### config.mk
export PLATFORM = sky130hd
export DESIGN_NAME = svm_order_gen
export DESIGN_NICKNAME = d
export VERILOG_FILES = /design/src/rtl/svm_order_gen.sv
export SDC_FILE = /design/constraint.sdc
export NUM_CORES = 1
export LEC_CHECK = 0
export BUFFER_PORTS_ARGS = -buffer_cell sky130_fd_sc_hd__buf_2
export CORE_MARGIN = 4
export CORE_UTILIZATION = 30
export CTS_CLUSTER_DIAMETER = 200
export CTS_CLUSTER_SIZE = 16
export DETAILED_ROUTE_END_ITERATION = 8
export SLEW_MARGIN = 20
export SYNTH_ARGS = -nofsm -noshare
export SYNTH_HDL_FRONTEND = slang
export SYNTH_SLANG_ARGS = --single-unit
### constraint.sdc
create_clock -name clk -period 4.8 [get_ports clk]
set_input_delay 0.48 -clock clk [delete_from_list [all_inputs] [get_ports clk]]
set_output_delay 0.48 -clock clk [all_outputs]
set_load 0.05 [all_outputs]
### src/rtl/svm_order_gen.sv
// svm_order_gen: turns SVM scores into single in-flight orders with thresholds, position limit and cooldown.
// Define SVM_ORDER_TIMEOUT_EN to withdraw an order that waits more than TIMEOUT_CYCLES for order_ready.
module svm_order_gen #(
  parameter int DATA_WIDTH = 16,
  parameter int POS_WIDTH = 16,
  parameter int CD_WIDTH = 16,
  parameter int TIMEOUT_CYCLES = 64
) (
  input  logic                  clk,
  input  logic                  rst_n,
  input  logic                  enable,
  input  logic                  svm_valid,
  input  logic [DATA_WIDTH-1:0] svm_decision,
  input  logic                  svm_prediction,
  input  logic [DATA_WIDTH-1:0] cfg_buy_thresh,
  input  logic [DATA_WIDTH-1:0] cfg_sell_thresh,
  input  logic [POS_WIDTH-1:0]  cfg_qty,
  input  logic [POS_WIDTH-1:0]  cfg_pos_limit,
  input  logic [CD_WIDTH-1:0]   cfg_cooldown,
  output logic                  order_valid,
  input  logic                  order_ready,
  output logic                  order_side,
  output logic [POS_WIDTH-1:0]  order_qty,
  output logic [DATA_WIDTH-1:0] order_conf,
  output logic [POS_WIDTH-1:0]  position,
  output logic                  busy,
  output logic [15:0]           drop_count,
  output logic                  order_timeout
);
  typedef enum logic [1:0] {IDLE, ISSUE, COOLDOWN} state_t;
  state_t state, state_nx;
  logic [CD_WIDTH-1:0] cd;
  logic buy_sig, sell_sig, qual, buy_ok, sell_ok, launch, hs, withdraw;
  logic signed [POS_WIDTH:0] pos_x, qty_x, lim_x;
  logic [DATA_WIDTH-1:0] abs_dec;
  always_comb begin
    buy_sig = svm_valid & svm_prediction & ($signed(svm_decision) >= $signed(cfg_buy_thresh));
    sell_sig = svm_valid & ~svm_prediction & ($signed(svm_decision) <= $signed(cfg_sell_thresh));
    qual = buy_sig | sell_sig;
    pos_x = {position[POS_WIDTH-1], position};
    qty_x = {1'b0, cfg_qty};
    lim_x = {1'b0, cfg_pos_limit};
    buy_ok = (pos_x + qty_x) <= lim_x;
    sell_ok = (pos_x - qty_x) >= -lim_x;
    hs = order_valid & order_ready;
    launch = (state == IDLE) & enable & (buy_sig ? buy_ok : (sell_sig & sell_ok));
    abs_dec = !svm_decision[DATA_WIDTH-1] ? svm_decision :
              (svm_decision == {1'b1, {(DATA_WIDTH-1){1'b0}}}) ? {1'b0, {(DATA_WIDTH-1){1'b1}}} :
              -svm_decision;
  end
`ifdef SVM_ORDER_TIMEOUT_EN
  localparam int TW = $clog2(TIMEOUT_CYCLES + 1);
  logic [TW-1:0] wait_cnt;
  logic to_q;
  // a handshake on the last allowed cycle wins over withdrawal
  assign withdraw = order_valid & ~order_ready & (wait_cnt == TW'(TIMEOUT_CYCLES - 1));
  assign order_timeout = to_q;
  always_ff @(posedge clk or negedge rst_n) begin
    if (!rst_n) begin
      wait_cnt <= '0;
      to_q <= 1'b0;
    end else begin
      wait_cnt <= launch ? '0 : order_valid ? wait_cnt + 1'b1 : wait_cnt;
      to_q <= withdraw;
    end
  end
`else
  assign withdraw = 1'b0;
  assign order_timeout = 1'b0;
`endif
  always_ff @(posedge clk or negedge rst_n) begin
    if (!rst_n) state <= IDLE;
    else state <= state_nx;
  end
  always_comb begin
    state_nx = state;
    case (state)
      IDLE:     state_nx = launch ? ISSUE : IDLE;
      ISSUE:    state_nx = hs ? ((cfg_cooldown == '0) ? IDLE : COOLDOWN) : withdraw ? IDLE : ISSUE;
      COOLDOWN: state_nx = (cd <= CD_WIDTH'(1)) ? IDLE : COOLDOWN;
      default:  state_nx = IDLE;
    endcase
  end
  always_comb begin
    order_valid = state == ISSUE;
    busy = state != IDLE;
  end
  always_ff @(posedge clk or negedge rst_n) begin
    if (!rst_n) begin
      cd <= '0;
      order_side <= 1'b0;
      order_qty <= '0;
      order_conf <= '0;
      position <= '0;
      drop_count <= '0;
    end else begin
      if (launch) begin
        order_side <= buy_sig;
        order_qty <= cfg_qty;
        order_conf <= abs_dec;
      end
      if (hs) begin
        position <= order_side ? position + order_qty : position - order_qty;
        cd <= cfg_cooldown;
      end else if (state == COOLDOWN) cd <= cd - 1'b1;
      if (qual & ~launch & ~&drop_count) drop_count <= drop_count + 1'b1;
    end
  end
endmodule

Word-level counts from Yosys, hierarchy flattened
Cells that the tools add are included.

storage, ports and cells
  flip-flop bits (word level) = 83
  bits of input ports = 102
  output and inout bits = 68
  word-level logic and storage cells = 53

operators by class
  $add $sub $neg = 8
  $lt $le $gt $ge = 5
  equality and inequality tests = 3
  multiplexer cells = 11
  bitwise gates (word level) = 13
  reductions and logical operators = 6

operator list
  kind                                                                               number
  16-bit two-way mux                                                                 5
  16-bit by 17-bit adder with 17-bit output                                          1
  17-bit >= comparator                                                               1
  17-bit less-or-equal comparator                                                    1
  16-bit negation with 17-bit output                                                 1
  16-bit by 17-bit subtractor with 17-bit output                                     1
  16-bit by 1-bit adder with 16-bit output, second input constant                    1
  16-bit adder                                                                       1
  16-bit equality test, second input constant                                        1
  16-bit >= comparator                                                               1
  16-bit by 1-bit less-or-equal comparator with 1-bit output, second input constant  1
  16-bit less-or-equal comparator                                                    1
  16-bit zero test                                                                   1
  16-bit negation                                                                    1
  16-bit AND reduction                                                               1
  16-bit by 1-bit subtractor with 16-bit output, second input constant               1
  16-bit subtractor                                                                  1
  1-bit bitwise AND                                                                  10
  2-bit two-way mux                                                                  3
  2-bit one-hot mux with 3 select lines                                              1
  2-bit nonzero test                                                                 2
  2-bit by 1-bit equality test with 1-bit output, second input constant              1
  2-bit equality test, second input constant                                         1
  2-bit zero test                                                                    1
  other kinds (4)                                                                    6

Longest topological paths before layout
Gate-level depths: netlist (run 1).

  word-level depth = 9
  gate-level depth with buffers = 25
  gate-level depth less buffers = 23

Worst setup path before layout (run 1)
Ideal clock, no wire load.

  path type = register -> register
  from = reg position[1]
  to = reg drop_count[15]
  library setup time = 145 ps
  arrival time = 4795 ps
  required time = 4655 ps
  slack = -139 ps
  cell stages (with the launch flop) = 24
  buffers on the path = 2
  period minus slack after synthesis = 4939 ps
  cell sequence = dfrtp_1 inv_1 fa_1 nor2b_1 o21ai_0 a21oi_1 nor4_1 nor3_1 nand4_1 a31oi_1 a21o_1 a21oi_1 xnor2_1 ha_1 a221o_1 nor4_1 a221oi_1 nand3_1 o21ai_1 buf_6 a311oi_4 buf_6 nand3_1 xnor2_1

on the way
  word-level cells in the longest chain between the ends = 8
  elaborated cells between the ends (all ways) = 10
  those cells by class = add/sub: 2; order compare: 2; mux: 1; bitwise: 5

ends and longest elaborated chain
  element                                         RTL line  RTL
  start, declared                                 25        output logic [POS_WIDTH-1:0] position,
  start signal, assigned                          103       position <= order_side ? position + order_qty : position - order_qty;
  16-bit by 17-bit subtractor with 17-bit output  44        sell_ok = (pos_x - qty_x) >= -lim_x;
  17-bit >= comparator                            44
  1-bit bitwise AND                               46        launch = (state == IDLE) & enable & (buy_sig ? buy_ok : (sell_sig & sell_ok));
  1-bit two-way mux *                             46
  1-bit bitwise AND *                             46
  1-bit inverter *                                106       if (qual & ~launch & ~&drop_count) drop_count <= drop_count + 1'b1;
  1-bit bitwise AND * (2 in a row)                106
  end signal, assigned                            106
  end, declared                                   27        output logic [15:0] drop_count,

Every way passes the cells marked *; elsewhere a longest branch is shown, timed or not.
A chain may end at the register's enable or synchronous reset.

Worst setup path in the final report (run 1)
  from = reg position[1]
  to = reg drop_count[5]

The elaborated chain is that of the path after synthesis.

==> results of run 1 <==
==> power by group through the flow <==
stage / Clock [mW] / Sequential, mW / Combinational, mW
final: 0.665 / 1.31 / 4.93
after global routing: 0.720 / 1.36 / 5.41
after CTS: 0.691 / 1.30 / 4.70
after detailed placement: 0 / 1.31 / 4.60
after global placement: 0 / 1.30 / 4.53
after floorplan: 0 / 2.01 / 2.67
==> cells in the final DEF (no fill, tap or decap), types with 11 or more instances in the layout <==
| master | count |
|---|---|
| a21o_1 | 11 |
| ha_1 | 114 |
| xor2_1 | 43 |
| and3_1 | 14 |
| nor4_1 | 16 |
| a21oi_1 | 60 |
| nor3_1 | 25 |
| buf_2 | 167 |
| xnor2_1 | 58 |
| mux2_4 | 12 |
| clkbuf_16 | 14 |
| dfrtp_1 | 81 |
| buf_4 | 53 |
| nor2b_1 | 12 |
| nand2_1 | 56 |
| nor2_1 | 95 |
| inv_1 | 100 |
| o21ai_0 | 36 |
| nand3_1 | 19 |
| a31oi_1 | 20 |
| nand4_1 | 19 |
==> worst max-delay path, delay by kind of cell (launching register included) <==
kind / cells / cell delay (ns)
xor+xnor: 2 / 0.27
flops: 1 / 0.43
mux: 1 / 0.26
buf+inv: 5 / 0.65
fa+ha+maj: 2 / 0.59
simple gates: 3 / 0.32
compound gates: 13 / 2.11
==> cells by family after synthesis <==
group	after synthesis	synth area share
buf+inv	131	0.0636
mux	18	0.0243
compound gates	210	0.166
xor+xnor	105	0.112
flops	83	0.253
simple gates	323	0.193
fa+ha+maj	121	0.187
other cells	1	0.000457
==> timing repair <==
| item | CTS | global route |
|---|---|---|
| pin swaps | 11 | 36 |
| gates cloned | 1 | 4 |
| endpoints found under the setup margin | 38 | 49 |
| resized for setup | 19 | 69 |
| buffers inserted | 2 | 6 |
==> layer usage <==
layer | vias up | wire, um
met2 | 146 | 11600
met5 | - | 0
met3 | 15 | 1420
met4 | 0 | 290
li1 | 3921 | -
met1 | 3556 | 10600
==> final timing paths <==
| path | startpoint | to |
|---|---|---|
| max | position[1] | drop_count[5] |
| min | rst_n | order_conf[12] |
| max reg2reg | position[1] | drop_count[5] |
| min reg2reg | drop_count[10] | drop_count[10] |
| max in group asynchronous | rst_n | drop_count[12] |
| min in group clk | cfg_cooldown[10] | cd[10] |
==> state kept, by name, summed over array words and instances (netlist names) <==
register    flops
state           2
order_qty      16
order_side      1
cd             16
order_conf     16
drop_count     16
position       16
==> layout make-up <==
class                   count  area (um^2)
fillers                  2718        16400
multi-input cells         778         5930
flip-flops and latches     83         2080
repair buffers            233         1480
well taps                 341          427
inverters                 102          383
clock buffers               9          225
clock inverters             7         57.6
diodes                      1         2.50
==> results.json, run 1 <==
{
  "syn-cell-area_mm2": 0.00820,
  "cts_made_buffers": 9,
  "arrival_ns": 4.99,
  "antenna_found_initial": 1,
  "met1_usage": 0.188,
  "cellLeakagePower_nw": 5.23,
  "ys_seq_elements": 83,
  "cap_viol_max_count": 0,
  "yosys.cell_count.top_type": "ha_1",
  "gr-usage-met2": 0.263,
  "routed_via_density": 4.92,
  "period_minus_slack_ns": 4.76,
  "cts_tree": "yes",
  "synth_top_cell_by_area": "dfrtp_1",
  "htree_levels": 3,
  "synthTopCellsByArea": "dfrtp_1, ha_1, xnor2_1",
  "r2r_setup_slack_ns": 0.04,
  "ys.warnings.count": 0,
  "p_per_area_mw_per_mm2": 653,
  "min_period_over_period": 0.991,
  "die_h_um": 173,
  "synth_edf_count": 0,
  "vias": 7638,
  "slew-limit-headroom": 0.350,
  "dp_hpwl_mm": 19.4,
  "grt_pass1_vias": 7415,
  "root_buffer": "clkbuf_16",
  "busiest_layer": "met2",
  "grtUsageMet3": 0.0345,
  "grt_overflow_total": 0,
  "postSynthCellCount": 992,
  "critPathCaptureType": "flip-flop",
  "rsz0062_at_grt": "yes",
  "grt_pass1_wl_mm": 37.4,
  "cts_hold_buf": 0,
  "critPathKind": "reg -> reg",
  "io_pins": 170,
  "coreArea_mm2": 0.0270,
  "critPathLaunchType": "flip-flop",
  "seq_power_share": 0.190,
  "rr_worst_depth": 26,
  "p_clk_frac": 0.096,
  "nets": 1430,
  "grt_max_degree": 60,
  "dp_worst_setup_slack_ns": -0.402,
  "hold_viol": 0,
  "clk_pin_slew_ns": 0.07,
  "start_util": 0.304,
  "finalMaxSlewViolations": 0,
  "wire_per_inst_um": 15.4,
  "drc_errors": 0,
  "intPower_mw": 3.35,
  "hold_ws_ns": 0.119,
  "comb_power_share": 0.714,
  "p_sw_mw": 3.56,
  "numPortBuffers": 168,
  "die_w_um": 173,
  "setup-violations-final": 0,
  "cts_sinks": 83,
  "tightest_slew_ns": 0.972,
  "yosys_most_used_dff": "dfrtp_1",
  "max_stage_delay_ns": 0.43,
  "routabilityCongestion": 0.903,
  "synth_fp_nets": 1215,
  "antenna_left": 0,
  "die-area_mm2": 0.0300,
  "dr.pass1.iters": 5,
  "track_usage": 0.151,
  "slowest_stage": "dfrtp_2",
  "yosysTopAreaCellShare": 0.253,
  "fin_tns_setup_ns": 0,
  "layoutNonFillerInstCount": 1554,
  "dpl.cell_count": 1526,
  "clock_latency_ns": 0.34,
  "layout-drive-gt1-share": 0.272,
  "synth_area_per_cell_um2": 8.26,
  "ys_seq_area_frac": 0.253,
  "synth_common_cells": "ha_1, inv_1, nor2_1",
  "synthToLayoutAreaGrowth_pct": 29.1,
  "placed_cell_area_mm2": 0.00978,
  "layout_setup_ws_ns": 0.0409,
  "ir_worst_vdd_mv": 0.268,
  "hold_path_class": "in -> async",
  "design_area_mm2": 0.0106,
  "synth_cell_types": 65,
  "final_core_utilization": 0.393,
  "num_rows": 60,
  "wl_mm": 23.9,
  "fin_skew_ns": 0.0123,
  "crit_fanout": 5,
  "finalPower_mw": 6.91,
  "swShare": 0.515,
  "async_flop_share": 1.00,
  "fmax_mhz": 210,
  "outcome": "finished clean",
  "clock_path_buffers": 2,
  "drt_iter0_drc": 283,
  "cp.required_ns": 5.03
}
Power figures use the tool's default switching activity.
==> run 2, diff against run 1 <==
CELL_PAD_IN_SITES_DETAIL_PLACEMENT = 0   (was default)
CELL_PAD_IN_SITES_GLOBAL_PLACEMENT = 1   (was default)
PLACE_DENSITY_LB_ADDON = 0.1   (was default)
==> run 2 against run 1 <==
- global-route usage increased by 1.4 points
- count of clock-buffer cells in the layout increased by 1
- final area increased by 1.4%
- critical path depth decreased by 2
- setup slack improved by 0.090 ns
- critical path type unchanged
==> results.json, run 2 (synthesized netlist as in run 1, its figures left out) <==
{
  "outcome": "finished clean",
  "wire_per_inst_um": 16.0,
  "fillers": 2828,
  "antenna_cells": 0,
  "routed_via_density": 4.87,
  "rsz0062_at_grt": "yes",
  "io_pins": 170,
  "antenna_found_initial": 0,
  "period_minus_slack_ns": 4.67,
  "start_util": 0.304,
  "hold_path_class": "in -> async",
  "grt_max_degree": 60,
  "die_w_um": 173,
  "cts_sinks": 83,
  "p_per_area_mw_per_mm2": 667,
  "cts_hold_buf": 0,
  "grt_pass1_wl_mm": 40.7,
  "max_stage_delay_ns": 0.45,
  "final_common_cell": "buf_2",
  "finalMaxSlewViolations": 0,
  "drt_iter0_drc": 199,
  "seq_power_share": 0.183,
  "layoutNonFillerInstCount": 1572,
  "tightest_slew_ns": 0.994,
  "min_period_over_period": 0.973,
  "critical_path.top_delay_family": "compound AO/OA/AOI/OAI gates",
  "dp_hpwl_mm": 20.6,
  "crit_fanout": 8,
  "hold_viol": 0,
  "drc_errors": 0,
  "critPathCaptureType": "flip-flop",
  "layout_setup_ws_ns": 0.131,
  "cap_viol_max_count": 0,
  "htree_levels": 3,
  "fmax_mhz": 214,
  "vias": 7650,
  "synthToLayoutAreaGrowth_pct": 30.9,
  "die_h_um": 173,
  "fin_tns_setup_ns": 0,
  "design_area_mm2": 0.0107,
  "coreArea_mm2": 0.0270,
  "cp.required_ns": 5.04,
  "critical_path.cell_chain": "ha_4 > buf_4 > inv_2 > fa_2 > nor2_4 > o311a_4 > o211ai_2 > nor2b_4 > o21bai_1 > a21oi_2 > xor2_2 > ha_2 > a21o_1 > a211oi_2 > o21ai_2 > a2111o_1 > nand4_1 > nand4_1 > o21ai_4 > a311oi_4 > buf_12 > buf_8 > buf_6 > xor2_1",
  "grt_pass1_vias": 7970,
  "numPortBuffers": 168,
  "die-area_mm2": 0.0300,
  "layout_common_cells": "buf_2, ha_1, nor2_1, inv_1, dfrtp_1",
  "arrival_ns": 4.91,
  "clock_latency_ns": 0.35,
  "num_rows": 60,
  "fin_skew_ns": 0.00979,
  "wl_mm": 25.1,
  "cellLeakagePower_nw": 5.23,
  "p_clk_frac": 0.111,
  "comb_power_share": 0.706,
  "dr.pass1.iters": 5,
  "slowest_stage": "a2111o_1",
  "p_sw_mw": 3.63,
  "ir_worst_vdd_mv": 0.314,
  "dp_worst_setup_slack_ns": -0.549,
  "setup-violations-final": 0,
  "layout-drive-gt1-share": 0.286,
  "swShare": 0.508,
  "intPower_mw": 3.52,
  "antenna_left": 0,
  "crit_buf_inv": 5,
  "root_buffer": "clkbuf_16",
  "cts_tree": "yes",
  "routabilityCongestion": 0.836,
  "grt_overflow_total": 0,
  "placed_cell_area_mm2": 0.00983,
  "critPathLaunchType": "flip-flop",
  "clock_path_buffers": 2,
  "nets": 1449,
  "critPathKind": "reg -> reg",
  "slew-limit-headroom": 0.335,
  "cts_made_buffers": 9,
  "track_usage": 0.165,
  "dpl.cell_count": 1533,
  "clk_pin_slew_ns": 0.07,
  "crit_path_frequent_cell": "nand4_1"
}
[run 2: cell count changes in the layout (fill, tap and decap cells not counted), sizes merged]
cell	delta
clkinvlp	-1
buf	+24
inv	-2
diode	-1
clkbuf	-4
bufinv	+2
[run 2: final timing paths]
kind                                       from             end  slack [ns]  depth (start not counted)
worst min register to register   drop_count[11]  drop_count[11]        0.49                          1
worst max-delay path                position[0]   drop_count[0]        0.13                         24
worst min-delay path                      rst_n          cd[10]        0.08                          1
min in group clk                cfg_cooldown[6]           cd[6]        0.39                          3
worst max register to register      position[0]   drop_count[0]        0.13                         24
max in group asynchronous                 rst_n     position[1]        3.67                          2
[run 2: cell type report]
class / count / area (um^2) / area share
clock inverter: 6 / 96.3 / 0.00898
inverter: 102 / 383 / 0.0357
timing repair buffer: 252 / 1530 / 0.142
clock buffer: 10 / 239 / 0.0223
multi-input combinational: 778 / 5980 / 0.557
sequential: 83 / 2080 / 0.194
tap: 341 / 427 / 0.0398
[run 2: metal layers]
metal,track usage,share of wire,up-vias
met5,0,0,-
met4,0.0625,0.030,0
met3,0.0334,0.051,33
met2,0.272,0.46,169
met1,0.214,0.46,3498
li1,-,-,3950
[run 2: repair_timing]
action | in CTS | in global routing
pin swaps | 23 | 54
gates resized for setup | 29 | 52
setup endpoints to repair | 48 | 49
buffers inserted | 14 | 15
[run 2: through the flow]
step | power [mW] | utilization | hold slack (ns)
after floorplan | 4.67 | - | 0.184
after global placement | 6.00 | 0.365 | 0.478
after detailed placement | 6.00 | 0.365 | 0.482
after CTS | 6.98 | 0.386 | 0.105
after global routing | 7.80 | 0.398 | 0.127
final | 7.15 | 0.398 | 0.0838
[run 2: worst reg2reg max path, cell delays in order (launching register included)]
cell      delay [ns]
dfrtp_2         0.44
ha_4            0.17
buf_4           0.12
inv_2           0.05
fa_2            0.23
nor2_4          0.05
o311a_4         0.36
o211ai_2        0.18
nor2b_4         0.18
o21bai_1        0.09
a21oi_2         0.19
xor2_2          0.11
ha_2            0.19
a21o_1          0.18
a211oi_2        0.22
o21ai_2         0.10
a2111o_1        0.45
nand4_1         0.13
nand4_1         0.17
o21ai_4         0.34
a311oi_4        0.07
buf_12          0.17
buf_8           0.14
buf_6           0.12
xor2_1          0.13
[run 2: power groups by stage]
stage | combinational, mW | sequential [mW] | clock (mW)
final | 5.05 | 1.31 | 0.794
after CTS | 4.85 | 1.31 | 0.817
after detailed placement | 4.68 | 1.32 | 0
after global routing | 5.59 | 1.37 | 0.842
after floorplan | 2.67 | 2.01 | 0
after global placement | 4.68 | 1.32 | 0
